### config.mk
export PLATFORM = sky130hd
export DESIGN_NAME = pipelined_rca_flat
export DESIGN_NICKNAME = d
export VERILOG_FILES = /design/src/rtl/pipelined_rca_if.sv /design/src/rtl/pipelined_rca.sv /design/src/flat_wrapper.sv
export SDC_FILE = /design/constraint.sdc
export NUM_CORES = 1
export LEC_CHECK = 0
export ABC_AREA = 1
export CAP_MARGIN = 20
export CORE_AREA = 5 5 52 63
export CTS_BUF_LIST = sky130_fd_sc_hd__clkbuf_4 sky130_fd_sc_hd__clkbuf_8 sky130_fd_sc_hd__clkbuf_16
export DETAILED_ROUTE_END_ITERATION = 7
export DIE_AREA = 0 0 57 68
export GPL_TIMING_DRIVEN = 0
export HOLD_SLACK_MARGIN = 0.06
export PLACE_DENSITY_LB_ADDON = 0.15
export SYNTH_ARGS = -nofsm -noshare
export SYNTH_HDL_FRONTEND = slang
export SYNTH_SLANG_ARGS = --single-unit
### constraint.sdc
create_clock -name clk -period 6.2 [get_ports clk]
set_clock_uncertainty 0.05 [all_clocks]
set_input_delay 0.93 -clock clk [delete_from_list [all_inputs] [get_ports clk]]
set_output_delay 0.93 -clock clk [all_outputs]
set_load 0.02 [all_outputs]
### src/rtl/pipelined_rca_if.sv
// ----------------------------------------------------------------------------
// pipelined_rca_if
// Streaming handshake bundle for the pipelined ripple-carry adder.
//   in_valid / in_ready  : operand beat handshake (a, b, cin)
//   out_valid / out_ready: result beat handshake (sum, cout)
// Modports:
//   master : the side that supplies operands and consumes results
//   slave  : the adder itself
// ----------------------------------------------------------------------------
interface pipelined_rca_if #(
  parameter int Nbits = 8
);
  logic             in_valid;
  logic             in_ready;
  logic [Nbits-1:0] a;
  logic [Nbits-1:0] b;
  logic             cin;
  logic             out_valid;
  logic             out_ready;
  logic [Nbits-1:0] sum;
  logic             cout;

  modport master (
    output in_valid, a, b, cin, out_ready,
    input  in_ready, out_valid, sum, cout
  );

  modport slave (
    input  in_valid, a, b, cin, out_ready,
    output in_ready, out_valid, sum, cout
  );
endinterface

### src/rtl/pipelined_rca.sv
// ----------------------------------------------------------------------------
// pipelined_rca
// Nbits-wide ripple-carry adder split into NSTAGES equal slices of
// W = Nbits/NSTAGES bits. Each stage ripples one slice and registers the slice
// sum and its carry, so the combinational path is W full-adder delays.
// All stages advance together (adv = out_ready | ~out_valid); bubbles move
// like data, and a stalled output freezes the whole pipe.
// Ports:
//   clk   : rising-edge clock
//   rst_n : synchronous active-low reset, clears valid bits and data
//   bus   : pipelined_rca_if slave modport (in_valid/in_ready/a/b/cin in,
//           out_valid/out_ready/sum/cout out)
// Parameters:
//   Nbits   : operand/sum width, multiple of NSTAGES
//   NSTAGES : pipeline depth = latency in cycles, 1..Nbits
//   signd   : 0 -> cout is the unsigned carry-out, 1 -> signed overflow
// ----------------------------------------------------------------------------
module pipelined_rca #(
  parameter int Nbits   = 8,
  parameter int NSTAGES = 2,
  parameter bit signd   = 1'b0
) (
  input  logic           clk,
  input  logic           rst_n,
  pipelined_rca_if.slave bus
);

  localparam int W = Nbits / NSTAGES;

  if ((NSTAGES < 1) || (NSTAGES > Nbits) || ((Nbits % NSTAGES) != 0)) begin : g_param_check
    $error("pipelined_rca: Nbits must be a multiple of NSTAGES with 1 <= NSTAGES <= Nbits");
  end

  // One-bit full adder, returns {carry, sum}.
  function automatic logic [1:0] full_add(input logic x, input logic y, input logic c);
    full_add = {(x & y) | (c & (x ^ y)), x ^ y ^ c};
  endfunction

  // W-bit ripple chain built from full_add, returns {carry_out, sum}.
  function automatic logic [W:0] ripple(input logic [W-1:0] x, input logic [W-1:0] y,
                                        input logic c);
    logic [W:0] r;
    logic       carry;
    logic [1:0] fa;
    r     = '0;
    carry = c;
    for (int i = 0; i < W; i++) begin
      fa    = full_add(x[i], y[i], carry);
      r[i]  = fa[0];
      carry = fa[1];
    end
    r[W] = carry;
    return r;
  endfunction

  logic adv;

  assign adv          = bus.out_ready | ~bus.out_valid;
  assign bus.in_ready = adv;

  for (genvar k = 0; k < NSTAGES; k++) begin : g_stage
    // Operand bits that have not been added yet when a beat enters stage k;
    // bit 0 of op_a/op_b is original bit k*W.
    localparam int IW = Nbits - k * W;

    logic [IW-1:0]      op_a;
    logic [IW-1:0]      op_b;
    logic               c_in;
    logic               v_in;
    logic [W:0]         slice;
    logic [(k+1)*W-1:0] sum_next;
    logic [(k+1)*W-1:0] sum_r;
    logic               valid_r;

    if (k == 0) begin : g_head
      assign op_a     = bus.a;
      assign op_b     = bus.b;
      assign c_in     = bus.cin;
      assign v_in     = bus.in_valid;
      assign sum_next = slice[W-1:0];
    end else begin : g_body
      assign op_a     = g_stage[k-1].g_fwd.a_r;
      assign op_b     = g_stage[k-1].g_fwd.b_r;
      assign c_in     = g_stage[k-1].g_fwd.carry_r;
      assign v_in     = g_stage[k-1].valid_r;
      // Newly computed slice sits above the sum bits finished upstream.
      assign sum_next = {slice[W-1:0], g_stage[k-1].sum_r};
    end

    assign slice = ripple(op_a[W-1:0], op_b[W-1:0], c_in);

    // Stage valid bit and the accumulated low sum bits.
    always_ff @(posedge clk) begin
      if (!rst_n) begin
        valid_r <= 1'b0;
        sum_r   <= '0;
      end else if (adv) begin
        valid_r <= v_in;
        sum_r   <= sum_next;
      end
    end

    if (k < NSTAGES - 1) begin : g_fwd
      // Only the operand bits still to be added travel on; the top bit of
      // each operand reaches the last stage for the overflow flag.
      logic [IW-W-1:0] a_r;
      logic [IW-W-1:0] b_r;
      logic            carry_r;

      // Forwarded operand bits and slice carry.
      always_ff @(posedge clk) begin
        if (!rst_n) begin
          a_r     <= '0;
          b_r     <= '0;
          carry_r <= 1'b0;
        end else if (adv) begin
          a_r     <= op_a[IW-1:W];
          b_r     <= op_b[IW-1:W];
          carry_r <= slice[W];
        end
      end
    end else begin : g_last
      logic cout_next;
      logic cout_r;

      // Last slice holds bit Nbits-1: choose carry-out or signed overflow.
      always_comb begin
        if (signd) begin
          cout_next = (~op_a[W-1] & ~op_b[W-1] &  slice[W-1]) |
                      ( op_a[W-1] &  op_b[W-1] & ~slice[W-1]);
        end else begin
          cout_next = slice[W];
        end
      end

      // Registered cout, held with the rest of the pipe on a stall.
      always_ff @(posedge clk) begin
        if (!rst_n) begin
          cout_r <= 1'b0;
        end else if (adv) begin
          cout_r <= cout_next;
        end
      end
    end
  end

  assign bus.out_valid = g_stage[NSTAGES-1].valid_r;
  assign bus.sum       = g_stage[NSTAGES-1].sum_r;
  assign bus.cout      = g_stage[NSTAGES-1].g_last.cout_r;

endmodule

### src/flat_wrapper.sv
// flat-port wrapper written by rule: the top's interface ports become plain ports
module pipelined_rca_flat 
#(
  parameter int Nbits   = 8,
  parameter int NSTAGES = 2,
  parameter bit signd   = 1'b0
)
  (clk, rst_n, bus_in_valid, bus_a, bus_b, bus_cin, bus_out_ready, bus_in_ready, bus_out_valid, bus_sum, bus_cout);
  pipelined_rca_if #(.Nbits(Nbits)) bus_i ();
  input  logic clk;
  input  logic rst_n;
  input wire logic [$bits(bus_i.in_valid)-1:0] bus_in_valid;
  input wire logic [$bits(bus_i.a)-1:0] bus_a;
  input wire logic [$bits(bus_i.b)-1:0] bus_b;
  input wire logic [$bits(bus_i.cin)-1:0] bus_cin;
  input wire logic [$bits(bus_i.out_ready)-1:0] bus_out_ready;
  output wire logic [$bits(bus_i.in_ready)-1:0] bus_in_ready;
  output wire logic [$bits(bus_i.out_valid)-1:0] bus_out_valid;
  output wire logic [$bits(bus_i.sum)-1:0] bus_sum;
  output wire logic [$bits(bus_i.cout)-1:0] bus_cout;
  assign bus_i.in_valid = bus_in_valid;
  assign bus_i.a = bus_a;
  assign bus_i.b = bus_b;
  assign bus_i.cin = bus_cin;
  assign bus_i.out_ready = bus_out_ready;
  assign bus_in_ready = bus_i.in_ready;
  assign bus_out_valid = bus_i.out_valid;
  assign bus_sum = bus_i.sum;
  assign bus_cout = bus_i.cout;
  pipelined_rca #(.Nbits(Nbits), .NSTAGES(NSTAGES), .signd(signd)) u_core (.clk(clk), .rst_n(rst_n), .bus(bus_i));
endmodule
==> flow_summary.ini <==
[clock_network]
cts_buffers = 3
cts_hold_buf = 0
cts_buffer_depth = 2
ctsResizeCount = 0
clock-root-buffer = clkbuf_4
cts_num_sinks = 24
clk_pin_slew_ns = 0.13
post_cts.repair.setup_buffers = 0
h-tree-depth = 1
cts_tree = done
clk-insertion-delay-late_ns = 0.31

[worst_setup_path]
crit_fanout = 6
cp-startpoint = bus_out_ready
path_class = input port to output port
endpoint_kind = output port
critical_path.cell_chain = clkdlybuf4s50_1 > inv_1 > nand2_1 > clkdlybuf4s50_1
cp-start-kind = input port
reg2reg_depth = 10
critPathArrivalTime_ns = 2.28
slowest_delay_ns = 0.60
endpoint = bus_in_ready
r2r_slack_ns = 4.07
r2r_end = u_core.bus.sum[7]
critPathRequiredTime_ns = 5.22
critical_path.most_common_cell = clkdlybuf4s50_1
rr_startpoint = u_core.g_stage[0].g_fwd.carry_r
crit_slowest_cell = clkdlybuf4s50_1

[detailed_routing]
wirelength_microns = 2424
wire_per_inst_microns = 9.894
first_pass_iters = 4
drtIter0Drc = 43
viasPerCell = 4.514
drc = 0
ant_nets = 0
vias = 1106

[synth]
synth_cells = 176
ys_ff_latch = 24
synth.yosys.seq_area_share_pct = 38.59
netlist_area_sq_um = 1245
yosysWarningCount = 0
synth_area_leaders = dfxtp_1, nor2_1, fa_1
synth_top_area_share_pct = 38.59
yosysTopAreaCell = dfxtp_1
synth_nets = 205
ys_types = 13
avgSynthCellArea_sq_um = 7.074

[floorplan]
rows = 21
ios = 32
dieArea_sq_um = 3876
die_x_microns = 57
start_util_pct = 46.45
die_y_microns = 68
core_sq_um = 2680

[timing]
finalSetupTns_ns = 0
rsz0062_at_grt = false
max_freq_mhz = 306.3
period_needed_ns = 3.265
finalHoldViolCount = 0
tightest_slew_ns = 0.4179
finalSetupViolCount = 0
relSlewSlack_pct = 72.14
slew_viol_final = 0
setup_ws_ns = 2.935
fin_crit_sh_pct = 52.66

[grt]
track_usage_pct = 13.89
grt_pass1_wl_microns = 4257
grt_max_degree = 14
first_global_vias = 1043
antenna_found_initial = 0
grt-ovfl-total = 0

[layout]
regArea_sq_um = 480.5
diodes = 0
final_area_sq_um = 1634
n_fill_cell = 261
fin_nets = 241
final_util_pct = 60.97
multi_input_area_sq_um = 556.8
area_growth_pct = 31.26
drive_above_1_share_pct = 6.161

[worst_hold_path]
worstHoldStart = u_core.g_stage[0].sum_r[2]
hold_class = flip-flop to flip-flop

[power_and_ir_drop]
static-leakage-power_nw = 0.7718
p_comb_share_pct = 26.7
p_int_mw = 0.2512
finalPower_mw = 0.3522
p_seq_share_pct = 50.0
switchingPower_mw = 0.1010
sw_frac_of_total_pct = 28.67
ir_drop_uv = 137.6
pwr-share-clk_pct = 23.3
power_density_nw_per_um2 = 215.5

[job]
cap_violations = 0

[placed_design]
dpl_cell_area_sq_um = 1598
port_buffers = 31
pre_cts_ws_ns = 2.929
place_hpwl_microns = 1939
routabilityCongestion = 0.7386

[outcome]
status = finished clean
sequential cells by signal (all words and copies together) (netlist names):
signal                        flops
u_core.bus.out_valid              1
u_core.bus.sum                    8
u_core.g_stage.g_fwd.b_r          4
u_core.g_stage.sum_r              4
u_core.g_stage.g_fwd.carry_r      1
u_core.g_stage.g_fwd.a_r          4
u_core.bus.cout                   1
u_core.g_stage.valid_r            1
logic make-up (layout without fill, tap and decap cells):
family / after synthesis / after routing / synth area share, %
AO/OA/AOI/OAI: 1 / 1 / 0.6032
adder cells (fa/ha/maj): 8 / 8 / 12.86
buffers and inverters: 49 / 84 / 16.68
flip-flops: 24 / 24 / 38.59
AND/OR/NAND/NOR: 94 / 94 / 31.26
through the flow:
step,instances,hold WS [ns]
floorplan,176,0.3927
global placement,241,0.4102
detailed placement,241,0.4284
CTS,245,0.4453
global route,245,0.4683
finish,245,0.4443
synth_stat cells, drive strengths merged:
cell	number
fa	8
nand3	23
nor2	47
a21boi	1
buf	7
clkbuf	2
dfxtp	24
nand2	24
inv	40
layer usage:
metal  wire (microns)  track usage (%)  vias up  part of all wire [%]
met3              139            2.830        2                   5.7
met4               16            5.217        0                  0.66
met1             1007            15.70      500                    42
li1                 -                -      575                     -
met2             1261            25.71       29                    52
met5                0                0        -                     0
how the worst min path moves through the flow:
stage / slack, ns / end / depth (start not counted)
after floorplan: 0.39 / u_core.bus.out_valid / 2
after global placement: 0.41 / u_core.bus.sum[3] / 2
after detailed placement: 0.43 / u_core.bus.out_valid / 2
after CTS: 0.45 / u_core.bus.out_valid / 2
after global routing: 0.47 / u_core.bus.out_valid / 2
final: 0.44 / u_core.bus.sum[2] / 2
power groups by stage:
stage / Sequential [mW] / Combinational, mW / Clock (mW)
floorplan: 0.188 / 0.0478 / 0
global placement: 0.179 / 0.0927 / 0
detailed placement: 0.180 / 0.0948 / 0
CTS: 0.177 / 0.0951 / 0.0853
global route: 0.179 / 0.107 / 0.0924
finish: 0.176 / 0.0940 / 0.0820
placed cells by master (no fill, tap or decap), drive strengths merged:
master / n
clkbuf: 6
nor2: 47
fa: 8
nand3: 23
nand2: 24
dfxtp: 24
inv: 40
buf: 7
clkdlybuf4s50: 31
a21boi: 1
area by class of cell:
type,count,area share (%)
multi-input combinational,103,34.07
sequential,24,29.40
clock buffer,4,2.221
inverter,40,9.188
tap,34,2.603
buffer,9,3.522
timing repair buffer,31,18.99
worst max-delay path: cells and delay by family:
family | cells | cell delay, ns
buffers and inverters | 3 | 1.25
AND/OR/NAND/NOR | 1 | 0.10
Note: power is estimated with default switching activity, not from simulation.
